## config.mk

```make
export PLATFORM = sky130hd
export DESIGN_NAME = mult_seq
export DESIGN_NICKNAME = d
export VERILOG_FILES = /design/src/rtl/alu_pkg.sv /design/src/rtl/mult_seq_adder2.sv /design/src/rtl/mult_seq.sv
export SDC_FILE = /design/constraint.sdc
export NUM_CORES = 1
export LEC_CHECK = 0
export CORE_ASPECT_RATIO = 0.75
export CORE_MARGIN = 2
export CORE_UTILIZATION = 40
export DETAILED_ROUTE_END_ITERATION = 10
export PLACE_DENSITY = 0.61
export SETUP_SLACK_MARGIN = 0.15
export SLEW_MARGIN = 10
export SYNTH_ARGS = -nofsm -noshare
export SYNTH_HDL_FRONTEND = slang
export SYNTH_SLANG_ARGS = --single-unit
```

## constraint.sdc

```tcl
create_clock -name clk -period 3.26 [get_ports clk]
set_clock_uncertainty 0.2 [all_clocks]
set_input_delay 0.652 -clock clk [delete_from_list [all_inputs] [get_ports clk]]
set_output_delay 0.652 -clock clk [all_outputs]
set_load 0.01 [all_outputs]
```

## src/rtl/alu_pkg.sv

```systemverilog
`default_nettype none
// ============================================================================
// Package : alu_pkg
// Brief   : Shared ALU types and widths (multiplier FSM states, datapath width)
// Rev     : 1.0
// ============================================================================
package alu_pkg;

    localparam int ALU_WIDTH = 16;

    typedef enum logic [1:0] {
        IDLE = 2'd0,
        RUN  = 2'd1,
        DONE = 2'd2
    } mult_state_t;

endpackage
`default_nettype wire

```

## src/rtl/mult_seq_adder2.sv

```systemverilog
`default_nettype none
// ============================================================================
// Module : Adder2
// Brief  : n-bit carry-lookahead adder, 4-bit lookahead groups chained by carry
// Rev    : 1.0
// ============================================================================
module Adder2 #(
    parameter int n = 16
) (
    input  logic [n-1:0] a,
    input  logic [n-1:0] b,
    input  logic         cin,
    output logic [n-1:0] sum,
    output logic         cout
);

    localparam int c_grp = 4;

    logic [n-1:0] p_w;
    logic [n-1:0] g_w;

    assign p_w = a ^ b;
    assign g_w = a & b;

    // Every carry inside a group is a flat sum-of-products of the group carry-in.
    always_comb begin
        logic c_in_grp;
        logic c_out_grp;
        logic c_bit;
        logic p_run;
        sum       = '0;
        cout      = 1'b0;
        c_in_grp  = cin;
        c_out_grp = 1'b0;
        c_bit     = 1'b0;
        p_run     = 1'b1;
        for (int base = 0; base < n; base += c_grp) begin
            for (int i = base; (i <= base + c_grp) && (i <= n); i++) begin
                c_bit = 1'b0;
                p_run = 1'b1;
                for (int k = i - 1; k >= base; k--) begin
                    c_bit = c_bit | (g_w[k] & p_run);
                    p_run = p_run & p_w[k];
                end
                c_bit = c_bit | (p_run & c_in_grp);
                if ((i < base + c_grp) && (i < n)) begin
                    sum[i] = p_w[i] ^ c_bit;
                end else begin
                    c_out_grp = c_bit;
                end
            end
            c_in_grp = c_out_grp;
        end
        cout = c_in_grp;
    end

endmodule
`default_nettype wire

```

## src/rtl/mult_seq.sv

```systemverilog
`default_nettype none
// ============================================================================
// Module : mult_seq
// Brief  : N x N -> 2N unsigned shift-add multiplier, one adder pass per cycle
// Rev    : 1.0
// ============================================================================
module mult_seq
    import alu_pkg::*;
#(
    parameter int N = ALU_WIDTH
) (
    input  logic           clk,
    input  logic           rst_n,
    input  logic           start,
    input  logic [N-1:0]   a,
    input  logic [N-1:0]   b,
    output logic           busy,
    output logic           done,
    output logic [2*N-1:0] product
);

    localparam int                 c_cnt_w    = $clog2(N);
    localparam logic [c_cnt_w-1:0] c_cnt_last = c_cnt_w'(N - 1);
    localparam logic [c_cnt_w-1:0] c_cnt_one  = c_cnt_w'(1);

    mult_state_t          state_q,   state_d;
    logic [N-1:0]         m_q,       m_d;
    logic [N:0]           acc_q,     acc_d;
    logic [N-1:0]         q_q,       q_d;
    logic [c_cnt_w-1:0]   cnt_q,     cnt_d;
    logic [2*N-1:0]       product_q, product_d;
    logic                 busy_q,    busy_d;
    logic                 done_q,    done_d;

    logic [N-1:0]         add_b;
    logic [N-1:0]         add_sum;
    logic                 add_cout;
    logic                 unused_acc_msb;

    assign add_b = q_q[0] ? m_q : '0;

    Adder2 #(
        .n (N)
    ) u_add (
        .a    (acc_q[N-1:0]),
        .b    (add_b),
        .cin  (1'b0),
        .sum  (add_sum),
        .cout (add_cout)
    );

    // The top accumulator bit is always zero after the shift; it only exists to hold the carry.
    assign unused_acc_msb = acc_q[N];

    always_comb begin
        state_d   = state_q;
        m_d       = m_q;
        acc_d     = acc_q;
        q_d       = q_q;
        cnt_d     = cnt_q;
        product_d = product_q;
        case (state_q)
            RUN: begin
                acc_d = {1'b0, add_cout, add_sum[N-1:1]};
                q_d   = {add_sum[0], q_q[N-1:1]};
                cnt_d = cnt_q + c_cnt_one;
                if (cnt_q == c_cnt_last) begin
                    product_d = {add_cout, add_sum, q_q[N-1:1]};
                    state_d   = DONE;
                end
            end
            default: begin
                if (start) begin
                    m_d     = a;
                    acc_d   = '0;
                    q_d     = b;
                    cnt_d   = '0;
                    state_d = RUN;
                end else if (state_q == DONE) begin
                    state_d = IDLE;
                end
            end
        endcase
        busy_d = (state_d == RUN);
        done_d = (state_d == DONE);
    end

    always_ff @(posedge clk or negedge rst_n) begin
        if (!rst_n) begin
            state_q   <= IDLE;
            m_q       <= '0;
            acc_q     <= '0;
            q_q       <= '0;
            cnt_q     <= '0;
            product_q <= '0;
            busy_q    <= 1'b0;
            done_q    <= 1'b0;
        end else begin
            state_q   <= state_d;
            m_q       <= m_d;
            acc_q     <= acc_d;
            q_q       <= q_d;
            cnt_q     <= cnt_d;
            product_q <= product_d;
            busy_q    <= busy_d;
            done_q    <= done_d;
        end
    end

    assign busy    = busy_q;
    assign done    = done_q;
    assign product = product_q;

endmodule
`default_nettype wire

```

# After elaboration in Yosys (flattened, before gate mapping)
# Index checks and enable logic that the tools add are counted.
# totals
ff_bits	88
inputBits	35
wordCells	139
# op_classes
n_addsub	1
n_eq_ne	5
n_mux	11
n_bitwise	111
n_reduce_logical	3
# ops
cell	count
$mux 16	5
$and 1x1->1	57
$or 1x1->1	36
$and 16x16->16	1
$xor 16x16->16	1
$xor 1x1->1	15
$mux 2	4
$mux 4	2
$add 4x1->4 const B	1
$eq 2x1->1 const B	2
$eq 2x2->1 const B	2
$eq 4x4->1 const B	1
$reduce_and 2->1	2
$reduce_bool 2->1	1
$not 1->1	1

# Logic depth before layout (Yosys ltp)
# depth
ltp_word	14
ltp_mapped	11

# Hierarchy
# A second synthesis with hierarchy kept.
# unflattened
cells_unflattened	379
hier_area_um2	4436.8
# modules_own_cells
mod	instances	cells_per_inst	area_each_um2
mult_seq	1	289	3709.8
Adder2	1	90	726.9

# Worst setup path after synthesis
# Ideal clock, no wire load.
# synth_path
kind	register to register
startpoint	register q_q[0]
endpoint	register product_q[23], in the netlist product[23]
setup_time_ps	83
t_arrival_ps	2487
required_ps	2977
path_slack_ps	490
path_stages_with_launch	11
path_buffers	1
cell_sequence	dfrtp_1 clkbuf_1 and2_1 ha_1 a41o_1 a21oi_4 o21ba_2 nor2b_1 a211oi_1 fa_1 o21ai_0
# synth_between
elab_chain_len	9
word_cells_on_any_way	23
# synth_rtl
element	line	rtl
from (decl)	mult_seq.sv:29	logic [N-1:0] q_q, q_d;
from (signal assigned)	mult_seq.sv:102	q_q <= q_d;
$mux 16 (*)	mult_seq.sv:40	assign add_b = q_q[0] ? m_q : '0;
$and 16x16->16 or $xor 16x16->16 (tied branches)	mult_seq_adder2.sv:23, mult_seq_adder2.sv:22	
$and 1x1->1, on equally long branches	mult_seq_adder2.sv:42, mult_seq_adder2.sv:43	
$or 1x1->1, or another cell as far along	mult_seq_adder2.sv:42	c_bit = c_bit | (g_w[k] & p_run);
$or 1x1->1 or $and 1x1->1 (tied branches)	mult_seq_adder2.sv:42	
$or 1x1->1	mult_seq_adder2.sv:42	
$and 1x1->1	mult_seq_adder2.sv:45	c_bit = c_bit | (p_run & c_in_grp);
$or 1x1->1	mult_seq_adder2.sv:45	
$xor 1x1->1 (*)	mult_seq_adder2.sv:47	sum[i] = p_w[i] ^ c_bit;
to (signal assigned)	mult_seq.sv:104	product_q <= product_d;
to (decl)	mult_seq.sv:31	logic [2*N-1:0] product_q, product_d;
# Mark *: on every way between the ends. The rest lies on a longest branch, timed or not.
# A chain may end at the register's enable or synchronous reset.

# Final worst setup path
# layout_path
startpoint	register q_q[0]
endpoint	register acc_q[7]
# layout_between
elab_chain_len	10
word_cells_on_any_way	24
# layout_rtl
element	line	rtl
$mux 16 (*)	mult_seq.sv:40	
$and 16x16->16 or $xor 16x16->16 (tied branches)	mult_seq_adder2.sv:23, mult_seq_adder2.sv:22	
$and 1x1->1, on equally long branches	mult_seq_adder2.sv:42, mult_seq_adder2.sv:43	
$or 1x1->1, or another cell as far along	mult_seq_adder2.sv:42	
$or 1x1->1 or $and 1x1->1 (tied branches)	mult_seq_adder2.sv:42	
$or 1x1->1	mult_seq_adder2.sv:42	
$and 1x1->1	mult_seq_adder2.sv:45	
$or 1x1->1	mult_seq_adder2.sv:45	
$xor 1x1->1 (*)	mult_seq_adder2.sv:47	
$mux 16 (*)	mult_seq.sv:62	case (state_q)
to (signal assigned)	mult_seq.sv:92	acc_q <= '0;
to (signal assigned)	mult_seq.sv:101	acc_q <= acc_d;
to (decl)	mult_seq.sv:28	logic [N:0] acc_q, acc_d;
# Marked as above.

==> qor.csv <==
stage,metric,value,unit
power,leakagePower,0.002478,µW
yosys,synth.area.mux_share,0.08185,
power,p_sw,1869,µW
clock_tree,clock-sinks,88,
yosys,yosysSeqAreaShare,0.5296,
sta,setup_tns,0,ns
global_route,grt_usage,0.1698,
hold_path,min_path_type,in2async,
sta,setup_viol,0,
detailed_routing,wl_per_cell,14.08,µm
sta,final.setup.worst_slack,0.3602,ns
critical_path,path_class,reg2reg,
detailed_routing,drt_iter0_markers,224,
yosys,async_reset_ff_frac,1.000,
critical_path,worst_setup_path_start_kind,flop,
die,start_util,0.4072,
detailed_routing,wirelength,8686,µm
power,irDropWorstVdd,426.0,µV
sta,period_needed,2.900,ns
placed_design,dpl.hpwl,5888,µm
critical_path,cp_max_fo,10,
yosys,ys_ff_latch,88,
sta,max_slew_margin,0.4820,
yosys,synth_edf_count,0,
clock_tree,htree_levels,3,
finish,insertedDiodeCount,0,
yosys,ys_types,38,
finish,finalNetCount,532,
clock_tree,cts-hold-fix-buffers,0,
yosys,synth_ff_type,dfrtp_1,
placed_design,place_ws,0.3104,ns
global_route,antenna_found_initial,0,
yosys,synth_warnings,0,
yosys,synth_area,4158,µm²
detailed_routing,vias_per_cell,4.958,
sta,grt_setup_unrepaired,false,
die,die_area,11230,µm²
sta,worst_pin_slew,0.7761,ns
detailed_routing,antenna_left,0,
finish,area_delta_synth_final,27.54,%
critical_path,cp_slowest_cell,fa_1,
yosys,synthSimpleGateAreaFrac,0.1529,
yosys,synth_compound_area_frac,0.1168,
detailed_routing,drt_first_pass_iters,6,
global_route,globalRoute.totalOverflow,0,
critical_path,crit_chain,and2_1 -> ha_1 -> a41o_1 -> a21oi_4 -> o21ba_2 -> nor2b_1 -> a211oi_1 -> fa_1 -> o21ai_0,
power,p_seq_frac,0.377,
yosys,synthesis.nets,465,
critical_path,reg2regPathDepth,9,
power,power_frac_clock,0.203,
placed_design,gp_congestion,0.7829,
die,die_h,92.30,µm
die,rows,32,
clock_tree,clockBufferDepth,2,
power,swShare,0.3618,
sta,fin_crit_sh,0.8895,
global_route,grt_pass1_wl,14790,µm
die,fp.dieW,121.7,µm
placed_design,port_buffers,68,
die,io_pins,69,
finish,drive_gt1_frac,0.09771,
clock_tree,cts_root_buf,clkbuf_16,
yosys,avgSynthCellArea,10.17,µm²
yosys,synthAdderAreaFrac,0.07042,
yosys,synth_cells,409,
yosys,synth_top_family_by_area,simple AND/OR/NAND/NOR gates,
clock_tree,cts_tree,built,
placed_design,placed_cells,601,
clock_tree,clkTransAtPathRegs,0.06,ns
clock_tree,clock_insertion_delay_worst_skew,0.34,ns
sta,hold_viol,0,
die,core,10210,µm²
job,maxCapViolCount,0,
sta,final_max_slew_viol_count,0,
detailed_routing,vias,3059,
sta,max_freq,344.8,MHz
critical_path,cpPeakStageDelay,0.48,ns
global_route,grt_pass1_vias,3041,
clock_tree,cts_inserted_buffers,9,
power,p_int,3296,µW
global_route,grt_max_degree,89,
finish,layout.cells.non_filler,617,
status,status,"finished, final reports clean",
detailed_routing,drc,0,
finish,utilization,0.5194,
critical_path,crit_required,3.31,ns
power,combPwrFrac,0.421,
critical_path,crit_arrival,2.95,ns
critical_path,crit_path_end_kind,flop,
power,pwr_density_cell,974.1,nW/µm²
yosys,synth_xor_area_frac,0.01685,
finish,nFillCells,963,
## through the flow
stage                     power [µW]  cell area [µm²]  hold WS [ns]
after floorplan                 3316             4158        0.1564
after global placement          4086             4995        0.2562
after detailed placement        4160             4995        0.2618
after CTS                       5242             5301        0.1616
after global routing            5631             5303        0.1829
final                           5165             5303        0.1386
## cell usage after synthesis, types with 2 or more instances
cell      count  area, µm²
nor2b_1       2      12.51
nand4_1       4      25.02
clkbuf_1     13      48.80
mux2i_1      16      160.2
a21o_1        5      37.54
nand3_1      14      70.07
o21ai_0      52      260.3
inv_1        14      52.55
and2_1       15      93.84
o211ai_1      2      15.01
fa_1          4      80.08
and3_1        2      12.51
dfrtp_1      88       2202
xnor2_1       5      43.79
mux2_2       16      180.2
a31oi_1       4      25.02
nor2_1        7      26.28
a31o_1        2      17.52
buf_2         6      30.03
nand2_1      99      371.6
a21oi_1       4      20.02
ha_1         17      212.7
xor2_1        3      26.28
## flip-flops by register name (all words and copies together), names as in the netlist
register and cells:
cnt_q 4, acc_q 16, q_q 16, m_q 16, done 1, busy 1, product 32, state_q 2
## logic make-up after synthesis
kind of cell / after synthesis
flip-flops: 88
adder cells (fa/ha/maj): 21
AO/OA/AOI/OAI: 80
multiplexers: 32
AND/OR/NAND/NOR: 147
buffers and inverters: 33
XOR/XNOR: 8
## metal layers
metal,wire (µm),part of all wire,up-vias,global-route usage
met3,393,0.045,8,0.04741
li1,-,-,1527,-
met5,0,0,-,0
met2,3755,0.43,64,0.2388
met1,4434,0.51,1460,0.2484
met4,104,0.012,0,0.06513
## critical path, delay by kind of cell, from the launching register on
| family | cells | cell delay, ns |
|---|---|---|
| AOI/OAI and AO/OA | 5 | 1.11 |
| adders and majority gates | 2 | 0.81 |
| DFF | 1 | 0.47 |
| and+or+nand+nor | 2 | 0.22 |
## repair_timing
action | CTS | global route
resized for setup | 0 | 1
endpoints found under the setup margin | 0 | 1
buffers inserted | 0 | 0
endpoints found under the hold margin | 0 | 0
## path summary, 6_finish.rpt
| kind | end | slack (ns) | start |
|---|---|---|---|
| worst min-delay path | product[12] | 0.14 | rst_n |
| max in group asynchronous | q_q[0] | 2.34 | rst_n |
| worst min register to register | product[13] | 0.27 | product[13] |
| worst max register to register | acc_q[7] | 0.36 | q_q[0] |
| worst max-delay path | acc_q[7] | 0.36 | q_q[0] |
| min in group clk | product[13] | 0.27 | product[13] |
## cells in the final DEF, fill, tap and decap left out, drive strengths merged, types with 7 or more instances in the layout
master,synthesis,layout
nand2,99,99
buf,6,8
dfrtp,88,88
mux2i,16,16
inv,14,15
clkbuf,13,10
clkdlybuf4s50,0,67
ha,17,17
nor2,7,7
nand3,14,14
and2,15,15
mux2,16,16
o21ai,52,52
## final cells by class
cell class / instances / area, µm² / share of cell area
sequential: 88 / 2203 / 0.4155
timing repair buffer: 75 / 743.2 / 0.1402
clock buffer: 10 / 239.0 / 0.04507
inverter: 14 / 52.55 / 0.009910
multi-input combinational: 288 / 1827 / 0.3445
clock inverter: 6 / 67.56 / 0.01274
tap: 136 / 170.2 / 0.03209
## power groups by stage
stage | combinational [µW] | clock, µW | sequential [µW]
floorplan | 1360 | 0 | 1960
global placement | 2130 | 0 | 1950
detailed placement | 2200 | 0 | 1960
CTS | 2210 | 1080 | 1950
global route | 2490 | 1130 | 2010
finish | 2170 | 1050 | 1950
(Power assumes the default switching activity.)
